### src/rtl/cdc_channel_mux.sv
// Multiplexes NUM_CH byte channels onto one tagged USB bulk IN stream and
// demultiplexes tagged OUT bytes back to per-channel RX registers or loopback.

module cdc_channel_mux_lane #(
    parameter int DATA_W = 8,
    parameter int DEPTH  = 8
) (
    input  logic              clk,
    input  logic              rst,
    input  logic [DATA_W-1:0] in_data_i,
    input  logic              in_valid_i,
    output logic              in_ready_o,
    input  logic              loopback_i,
    input  logic              out_wr_i,
    input  logic [DATA_W-1:0] out_data_i,
    output logic              out_accept_o,
    input  logic              pop_i,
    output logic [DATA_W-1:0] head_o,
    output logic              empty_o,
    output logic [DATA_W-1:0] rx_data_o,
    output logic              rx_valid_o,
    input  logic              rx_ready_i
);
    localparam int AW = (DEPTH > 1) ? $clog2(DEPTH) : 1;

    logic [DATA_W-1:0] mem_q [DEPTH];
    logic [AW-1:0]     wptr_q, rptr_q;
    logic [AW:0]       cnt_q;
    logic [DATA_W-1:0] rx_data_q;
    logic              rx_vld_q;
    logic              full, push, rx_ld;
    logic [DATA_W-1:0] wdata;

    assign full         = (cnt_q == (AW+1)'(DEPTH));
    assign empty_o      = (cnt_q == '0);
    assign head_o       = mem_q[rptr_q];
    assign in_ready_o   = !full && !loopback_i;
    // Loopback and user writes are mutually exclusive: in_ready is low in loopback.
    assign push         = (in_valid_i && in_ready_o) || (out_wr_i && loopback_i);
    assign wdata        = (out_wr_i && loopback_i) ? out_data_i : in_data_i;
    assign rx_ld        = out_wr_i && !loopback_i;
    assign out_accept_o = loopback_i ? !full : (!rx_vld_q || rx_ready_i);
    assign rx_data_o    = rx_data_q;
    assign rx_valid_o   = rx_vld_q;

    always_ff @(posedge clk) begin
        if (push) mem_q[wptr_q] <= wdata;
    end

    always_ff @(posedge clk) begin
        if (rst) begin
            wptr_q <= '0;
            rptr_q <= '0;
            cnt_q  <= '0;
        end else begin
            if (push)  wptr_q <= wptr_q + AW'(1);
            if (pop_i) rptr_q <= rptr_q + AW'(1);
            cnt_q <= cnt_q + {{AW{1'b0}}, push} - {{AW{1'b0}}, pop_i};
        end
    end

    always_ff @(posedge clk) begin
        if (rst) begin
            rx_vld_q  <= 1'b0;
            rx_data_q <= '0;
        end else if (rx_ld) begin
            rx_vld_q  <= 1'b1;
            rx_data_q <= out_data_i;
        end else if (rx_ready_i) begin
            rx_vld_q  <= 1'b0;
        end
    end
endmodule

module cdc_channel_mux #(
    parameter int  NUM_CH    = 2,
    parameter int  DATA_W    = 8,
    parameter int  DEPTH     = 8,
    parameter int  MAX_BURST = 4,
    localparam int CH_W      = (NUM_CH > 1) ? $clog2(NUM_CH) : 1
) (
    input  logic                     clk,
    input  logic                     rst,
    input  logic [NUM_CH*DATA_W-1:0] ch_in_data,
    input  logic [NUM_CH-1:0]        ch_in_valid,
    output logic [NUM_CH-1:0]        ch_in_ready,
    input  logic [NUM_CH-1:0]        ch_loopback,
    output logic [DATA_W-1:0]        usb_in_data,
    output logic [CH_W-1:0]          usb_in_ch,
    output logic                     usb_in_valid,
    input  logic                     usb_in_ready,
    input  logic [DATA_W-1:0]        usb_out_data,
    input  logic [CH_W-1:0]          usb_out_ch,
    input  logic                     usb_out_valid,
    output logic                     usb_out_ready,
    output logic [NUM_CH*DATA_W-1:0] ch_out_data,
    output logic [NUM_CH-1:0]        ch_out_valid,
    input  logic [NUM_CH-1:0]        ch_out_ready,
    output logic                     bad_ch
);
    localparam int BW = $clog2(MAX_BURST + 1);
    localparam logic [0:0] S_IDLE  = 1'b0;
    localparam logic [0:0] S_BURST = 1'b1;

    logic [NUM_CH-1:0][DATA_W-1:0] heads;
    logic [NUM_CH-1:0]             empty, accept, sel, pop;
    logic                          out_fire, bad;

    logic [0:0]        state_q, state_d;
    logic [CH_W-1:0]   grant_q, grant_d;
    logic [BW-1:0]     burst_q, burst_d;
    logic [DATA_W-1:0] in_data_q;
    logic [CH_W-1:0]   in_ch_q;
    logic              in_vld_q, bad_q;

    logic              load_ok, cont, ld, pick_vld;
    logic [CH_W-1:0]   ld_ch, pick_ch;

    for (genvar i = 0; i < NUM_CH; i++) begin : g_lane
        cdc_channel_mux_lane #(.DATA_W(DATA_W), .DEPTH(DEPTH)) u_lane (
            .clk          (clk),
            .rst          (rst),
            .in_data_i    (ch_in_data[i*DATA_W +: DATA_W]),
            .in_valid_i   (ch_in_valid[i]),
            .in_ready_o   (ch_in_ready[i]),
            .loopback_i   (ch_loopback[i]),
            .out_wr_i     (out_fire && sel[i]),
            .out_data_i   (usb_out_data),
            .out_accept_o (accept[i]),
            .pop_i        (pop[i]),
            .head_o       (heads[i]),
            .empty_o      (empty[i]),
            .rx_data_o    (ch_out_data[i*DATA_W +: DATA_W]),
            .rx_valid_o   (ch_out_valid[i]),
            .rx_ready_i   (ch_out_ready[i])
        );
    end

    // Tags that match no channel are always accepted and dropped.
    always_comb begin
        usb_out_ready = 1'b1;
        bad           = 1'b1;
        sel           = '0;
        for (int k = 0; k < NUM_CH; k++) begin
            if (usb_out_ch == CH_W'(k)) begin
                usb_out_ready = accept[k];
                bad           = 1'b0;
                sel[k]        = 1'b1;
            end
        end
    end
    assign out_fire = usb_out_valid && usb_out_ready;

    // Round-robin search from grant+1; descending loop so the nearest wins.
    always_comb begin
        pick_vld = 1'b0;
        pick_ch  = '0;
        for (int k = NUM_CH; k >= 1; k--) begin
            if (!empty[(int'(grant_q) + k) % NUM_CH]) begin
                pick_vld = 1'b1;
                pick_ch  = CH_W'((int'(grant_q) + k) % NUM_CH);
            end
        end
    end

    assign load_ok = !in_vld_q || usb_in_ready;
    assign cont    = (state_q == S_BURST) && !empty[grant_q] && (burst_q < BW'(MAX_BURST));

    always_comb begin
        state_d = state_q;
        grant_d = grant_q;
        burst_d = burst_q;
        ld      = 1'b0;
        ld_ch   = grant_q;
        pop     = '0;
        if (load_ok) begin
            if (cont) begin
                ld      = 1'b1;
                burst_d = burst_q + BW'(1);
            end else if (pick_vld) begin
                ld      = 1'b1;
                ld_ch   = pick_ch;
                grant_d = pick_ch;
                burst_d = BW'(1);
                state_d = S_BURST;
            end else begin
                burst_d = '0;
                state_d = S_IDLE;
            end
        end
        if (ld) pop[ld_ch] = 1'b1;
    end

    always_ff @(posedge clk) begin
        if (rst) begin
            state_q   <= S_IDLE;
            grant_q   <= CH_W'(NUM_CH - 1);
            burst_q   <= '0;
            in_vld_q  <= 1'b0;
            in_data_q <= '0;
            in_ch_q   <= '0;
            bad_q     <= 1'b0;
        end else begin
            state_q <= state_d;
            grant_q <= grant_d;
            burst_q <= burst_d;
            bad_q   <= out_fire && bad;
            if (load_ok) begin
                in_vld_q <= ld;
                if (ld) begin
                    in_data_q <= heads[ld_ch];
                    in_ch_q   <= ld_ch;
                end
            end
        end
    end

    assign usb_in_valid = in_vld_q;
    assign usb_in_data  = in_data_q;
    assign usb_in_ch    = in_ch_q;
    assign bad_ch       = bad_q;
endmodule

### config.mk
export PLATFORM = sky130hd
export DESIGN_NAME = cdc_channel_mux
export DESIGN_NICKNAME = d
export VERILOG_FILES = /design/src/rtl/cdc_channel_mux.sv
export SDC_FILE = /design/constraint.sdc
export NUM_CORES = 1
export LEC_CHECK = 0
export ABC_AREA = 0
export CAP_MARGIN = 20
export CORE_AREA = 2 2 117 119
export CTS_CLUSTER_DIAMETER = 50
export DETAILED_ROUTE_END_ITERATION = 16
export DIE_AREA = 0 0 119 121
export PLACE_DENSITY = 0.81
export SYNTH_ARGS = -nofsm -noshare
export SYNTH_HDL_FRONTEND = slang
export SYNTH_SLANG_ARGS = --single-unit
export TNS_END_PERCENT = 50
### constraint.sdc
create_clock -name clk -period 7.3 [get_ports clk]
set_clock_uncertainty 0.1 [all_clocks]
set_input_delay 1.095 -clock clk [delete_from_list [all_inputs] [get_ports clk]]
set_output_delay 1.095 -clock clk [all_outputs]
set_load 0.03 [all_outputs]
## Yosys cells after proc, flatten, opt, wreduce, memory -nomap -nowiden

Memory sizes are Yosys's and may differ from the RTL's. A register that Yosys moved wholly into a read port is not among the register bits.
Index checks and enable logic that the tools add are counted.

- Register bits after elaboration: 53
- Memory bits (writable): 128
- Input port bits: 35
- Memories: 2

- Add/sub/neg operators: 11
- Order comparisons: 6
- Eq/ne operators: 2
- Muxes and demuxes: 44
- Bitwise gates (word level): 3
- Reductions and logical operators: 33

Memory list:

| memory | words | bits a word | read ports | clocked after memory_dff | write ports | line | RTL |
|---|---|---|---|---|---|---|---|
| g_lane[0].u_lane.mem_q | 8 | 8 | 1 | 1 | 1 | 26 | `logic [DATA_W-1:0] mem_q [DEPTH];` |
| g_lane[1].u_lane.mem_q | 8 | 8 | 1 | 1 | 1 | 26 |  |

Operators by type and width:

| cell | count |
|---|---|
| $mux 1 | 33 |
| $mux 8 | 4 |
| $add 3x1->3 const B | 5 |
| $mux 3 | 5 |
| $logic_and 1x1->1 | 14 |
| $add 4x1->4 | 2 |
| $eq 4x4->1 const B | 2 |
| $logic_not 1->1 | 8 |
| $logic_not 4->1 | 2 |
| $sub 4x1->4 | 2 |
| $lt 2x3->1 const B | 2 |
| $logic_or 1x1->1 | 5 |
| $lt 1x2->1 const B | 2 |
| $reduce_and 2->1 | 2 |
| $reduce_bool 2->1 | 2 |
| $lt 3x3->1 const B | 1 |
| $add 1x1->1 const B | 2 |
| $and 1x1->1 const A | 2 |
| $mux 2 | 1 |
| $demux 1 s1 | 1 |
| $ge 1x1->1 const B | 1 |
| $not 1->1 | 1 |

## Longest topological paths before layout

- Word-level depth: 17
- Mapped depth: 13
- Depth with buffers taken out: 12

## Cells and area by module

Synthesis repeated with hierarchy kept, for this count alone.

- Cell total of the unflattened synthesis: 536
- Area total of the unflattened synthesis: 7961.4 sq um

By module, submodules not included:

| module | times used | cells each | area each (sq um) | seq. area each (sq um) |
|---|---|---|---|---|
| cdc_channel_mux_lane | 2 | 219 | 3530.9 | 2362.3 |
| cdc_channel_mux | 1 | 98 | 899.6 | 300.3 |

## Least setup slack after synthesis

Ideal clock, no wire load.

- Path kind: input to register
- Start point: input usb_in_ready
- End point: register g_lane[1].u_lane.cnt_q[2]
- Library setup time: 0.128 ns
- Arrival time: 2.937 ns
- Data required time: 7.072 ns
- Setup slack: 4.135 ns
- Stages on the path: 12
- Path buffers: 2
- Path through: nand2b_1 clkbuf_1 nand2_1 a21oi_2 buf_4 ha_1 inv_1 ha_1 inv_1 fa_1 xor2_1 nor2_1

- Word-level cells in the longest chain between the ends: 8
- Elaborated cells between the ends (all ways): 10
- Classes of those cells: add/sub: 1; order compare: 2; mux: 5; reduce/logical: 2

Ends and longest elaborated chain:

| item | line | RTL |
|---|---|---|
| start, declared | 91 | `input logic usb_in_ready,` |
| $logic_or 1x1->1 (*) | 166 | `assign load_ok = !in_vld_q \|\| usb_in_ready;` |
| $mux 1 | n/a |  |
| $lt 1x2->1 (implied by the code) / $ge 1x1->1 (equally long branches) | 191 | `if (ld) pop[ld_ch] = 1'b1;` |
| $logic_and 1x1->1 (implied by the code) | 191 |  |
| $mux 1 (implied by the code) | 191 |  |
| $demux 1 s1 | 191 |  |
| $mux 2 (*) | 191 |  |
| net g_lane[1].u_lane.pop_i | 17 | `input logic pop_i,` |
| $sub 4x1->4 (*) | 58 | `cnt_q <= cnt_q + {{AW{1'b0}}, push} - {{AW{1'b0}}, pop_i};` |
| end signal, assigned | 58 |  |
| end, declared | 28 | `logic [AW:0] cnt_q;` |

The timed path passes the listed nets; every way through them passes the cells marked *.
A chain may end at the register's enable or synchronous reset.

## Worst setup path after layout

- Start point: input ch_loopback[1]
- End point: output usb_out_ready

- Word-level cells in the longest chain between the ends: 2

Ends and longest elaborated chain:

| item | line | RTL |
|---|---|---|
| start, declared | 87 | `input logic [NUM_CH-1:0] ch_loopback,` |
| $mux 1 | 42 | `assign out_accept_o = loopback_i ? !full : (!rx_vld_q \|\| rx_ready_i);` |
| $mux 1 | 145 | `if (usb_out_ch == CH_W'(k)) begin` |
| end, declared | 95 | `output logic usb_out_ready,` |

No other way between the ends.

==> run summary <==
The endpoint required time on the critical path came out at 6110 ps. The initial antenna violation count was 0. The power per cell area is 330.8 nW/µm². TritonCTS built the clock tree.

For this run the aggregate overflow at the end of global routing stands at 0. The tightest slew margin relative to the limit came out at 29.53%. The analysis attributes to cell leakage a power of 3.135 nW. Pin placement for this block handled 67 I/O pins. The first global-routing pass estimated 24420 µm of wire. The number of global-route vias before repair came out at 4408. The number of placed instances, taps included, is 716. The register bit count reported by yosys is 187.

Once detailed placement completed, the half-perimeter wirelength came to 10410 µm. The tightest hold margin is 358.9 ps. Setup violations remaining at the end of the flow were counted as 0.

Setup repair after global routing left no endpoint under its margin. The post-detailed-route via-to-cell ratio is 5.801. The final wirelength came out at 15700 µm. STA classifies the critical path startpoint as a primary input. The row count is 42.

The number of max-slew violations in the final report came out at 0. The count of nets left with antenna violations after detail routing came out at 0. The number of synthesis warnings is 0. Measured along the x axis, the die boundary spans 119 µm. The clock latency at the later pin of the worst-skew pair came out at 420 ps. The number of buffers on the longest clock path came out at 2.

The routed wirelength normalized by instance count is 20.95 µm. The repair_antennas step left the layout with diodes totalling 0. The number of max-cap violations came out at 0.

The number of nets in the synthesized netlist is 549. The first-pass iteration count of the detailed router is 5. In this run, post-CTS hold repair placed 0 buffers. The largest net degree at the start of global routing came out at 57. After layout, the design draws a total of 2.996 mW. The number of buffers created by CTS came out at 17.

Dividing the final minimum period by the clock period gives 53.56%. The worst supply voltage drop on vdd is 0.1902 mV. The clock root buffer is sky130_fd_sc_hd__clkbuf_16. The relative area change from synthesis to final layout is 17.14%. The final cell count without fillers came out at 749.

The synthesized instance count came out at 496. Among all flip-flop cells after synthesis, the most frequent one is sky130_fd_sc_hd__edfxtp_1. The core outline area is 13090 µm². The die span in y is 121 µm.

The run finished with clean final reports. The count of distinct cell types in the synthesized netlist is 46. Measured on the finished design, the core utilization comes to 69.22%. The biggest area consumer among synthesized cells is sky130_fd_sc_hd__edfxtp_1. The area of the die is 14400 µm². The area fraction of the dominant cell type after synthesis is 49.71%. The H-tree was split into 4 levels. The port buffer count is 65.

The number of remaining DRC errors came out at 0. The total track usage is 23.15%. Data on the critical path arrives at its endpoint at 2710 ps. The total negative setup slack is 0 ps.

The kind of end point of the critical path is a primary output. The final hold violation count came out at 0. The detailed router finished its first iteration with 452 violations. The count of flip-flops with a built-in enable after synthesis is 128. After synthesis, the share of flip-flops with an asynchronous set or reset is 0%.

The clock sink count is 187. The clock-pin transition on the worst setup and hold timing paths is 60 ps. The path class of the tightest hold or removal check is reg2reg. The ratio of cells with drive above 1 in the final layout came out at 15.18%.

The transition at the pin with the smallest max-transition slack came out at 1057 ps. Summing every instance area after synthesis gives 7732 µm². By area the synthesized netlist is led by sky130_fd_sc_hd__edfxtp_1 50%, sky130_fd_sc_hd__dfxtp_1 15%, sky130_fd_sc_hd__mux4_2 7.0%. The fmax came out at 0.2558 GHz. After synthesis, flip-flops and latches occupy 64.98% of the total area. The number of vias in the routed layout is 4345. The number of setup buffers added after CTS came out at 0.

The final-stage net count is 613. The initial utilization of the core area, before any placement, comes to 59.09%. The shortest period the worst path allows is 3910 ps. Post-CTS repair changed the size of 0 cells. The average cell area after synthesis is 15.59 µm². The worst setup path is of the in2out kind.

The worst setup slack for register-to-register paths came out at 4090 ps. The weighted congestion reported at the end of routability-driven placement is 0.8290. The biggest fanout along the worst timing path is 6.
==> final timing paths <==
check,start,endpoint,cells past startpoint
max,ch_loopback[1],usb_out_ready,5
min,burst_q[1],burst_q[1],2
max reg2reg,g_lane[0].u_lane.cnt_q[2],g_lane[1].u_lane.cnt_q[3],11
min reg2reg,burst_q[1],burst_q[1],2
==> kinds of logic (layout without fill, tap and decap cells) <==
logic type	after synthesis	after routing	share of synthesized area (%)
and+or+nand+nor	113	113	6.748
other	1	1	0.04850
xor gates and xnor gates	12	12	1.359
buffers and inverters	38	115	2.654
adders and majority gates	18	18	3.107
AOI/OAI and AO/OA	43	43	3.948
DFF	187	187	64.98
muxes	84	84	17.15
==> critical path, stage by stage <==
cell	delay (ps)
sky130_fd_sc_hd__clkdlybuf4s50_1	560
sky130_fd_sc_hd__nor2b_1	180
sky130_fd_sc_hd__o21ai_0	100
sky130_fd_sc_hd__o21ai_1	90
sky130_fd_sc_hd__clkdlybuf4s50_1	680
==> cell usage in the layout (no fill, tap or decap), drive strengths merged <==
master         netlist  layout
and3                 1       1
or3b                 2       2
a22oi                8       8
clkinv               0       9
nor3b                4       4
a211oi               1       1
nor2b                6       6
a21oi               20      20
a21bo                2       2
xor2                 5       5
a21o                 3       3
fa                   2       2
o211a                1       1
buf                 19       6
nor2                55      55
inv                 13      14
o311ai               1       1
clkinvlp             0       2
nand3                3       3
mux2                32      32
ha                  16      16
nand2               21      21
nor3                 6       6
bufinv               0       1
clkdlybuf4s50        0      64
o21a                 1       1
dfxtp               59      59
edfxtp             128     128
o21ai                4       4
mux2i               20      20
nand2b              12      12
a31oi                1       1
xnor2                7       7
nand3b               3       3
clkbuf               6      19
mux4                32      32
conb                 1       1
o31ai                1       1
==> cells in the mapped netlist (all sizes together) (2+ instances only) <==
cell	n
edfxtp	128
dfxtp	59
nor2	55
mux2	32
mux4	32
nand2	21
a21oi	20
mux2i	20
buf	19
ha	16
inv	13
nand2b	12
a22oi	8
xnor2	7
clkbuf	6
nor2b	6
nor3	6
xor2	5
nor3b	4
o21ai	4
a21o	3
nand3	3
nand3b	3
a21bo	2
fa	2
or3b	2
==> power by group <==
part | switching (mW) | internal (mW) | total, mW
Sequential | 0.0957 | 1.24 | 1.33
Combinational | 0.418 | 0.388 | 0.806
Clock | 0.372 | 0.483 | 0.855
Total | 0.885 | 2.11 | 3.00
==> layout make-up <==
type,count,area [µm²]
multi-input combinational,271,2507
sequential,187,5025
tap,176,220.2
clock inverter,13,100.1
fill,837,4028
inverter,13,48.80
timing repair buffer,70,703.2
clock buffer,19,452.9
==> sequential cells by signal (all words and copies together) (netlist names), named ones only <==
signal / flops
g_lane.u_lane.wptr_q: 6
g_lane.u_lane.mem_q: 128
g_lane.u_lane.cnt_q: 8
burst_q: 3
usb_in_ch: 1
usb_in_valid: 1
g_lane.u_lane.rptr_q: 6
state_q: 1
grant_q: 1
g_lane.u_lane.rx_valid_o: 2
usb_in_data: 8
g_lane.u_lane.rx_data_o: 16
==> layer usage <==
layer / wire [µm] / part of all wire [%] / GRT usage (%)
met4: 273 / 1.7 / 7.961
met2: 7787 / 50 / 37.43
met3: 861 / 5.5 / 4.323
met1: 6773 / 43 / 31.94
met5: 0 / 0 / 0
==> through the flow <==
step	worst slack [ps]	instance area [µm²]
after floorplan	4135	7732
after global placement	3359	8477
after detailed placement	3197	8477
after CTS	3387	9030
after global routing	3331	9057
final	3390	9057
Power figures use the tool's default switching activity.
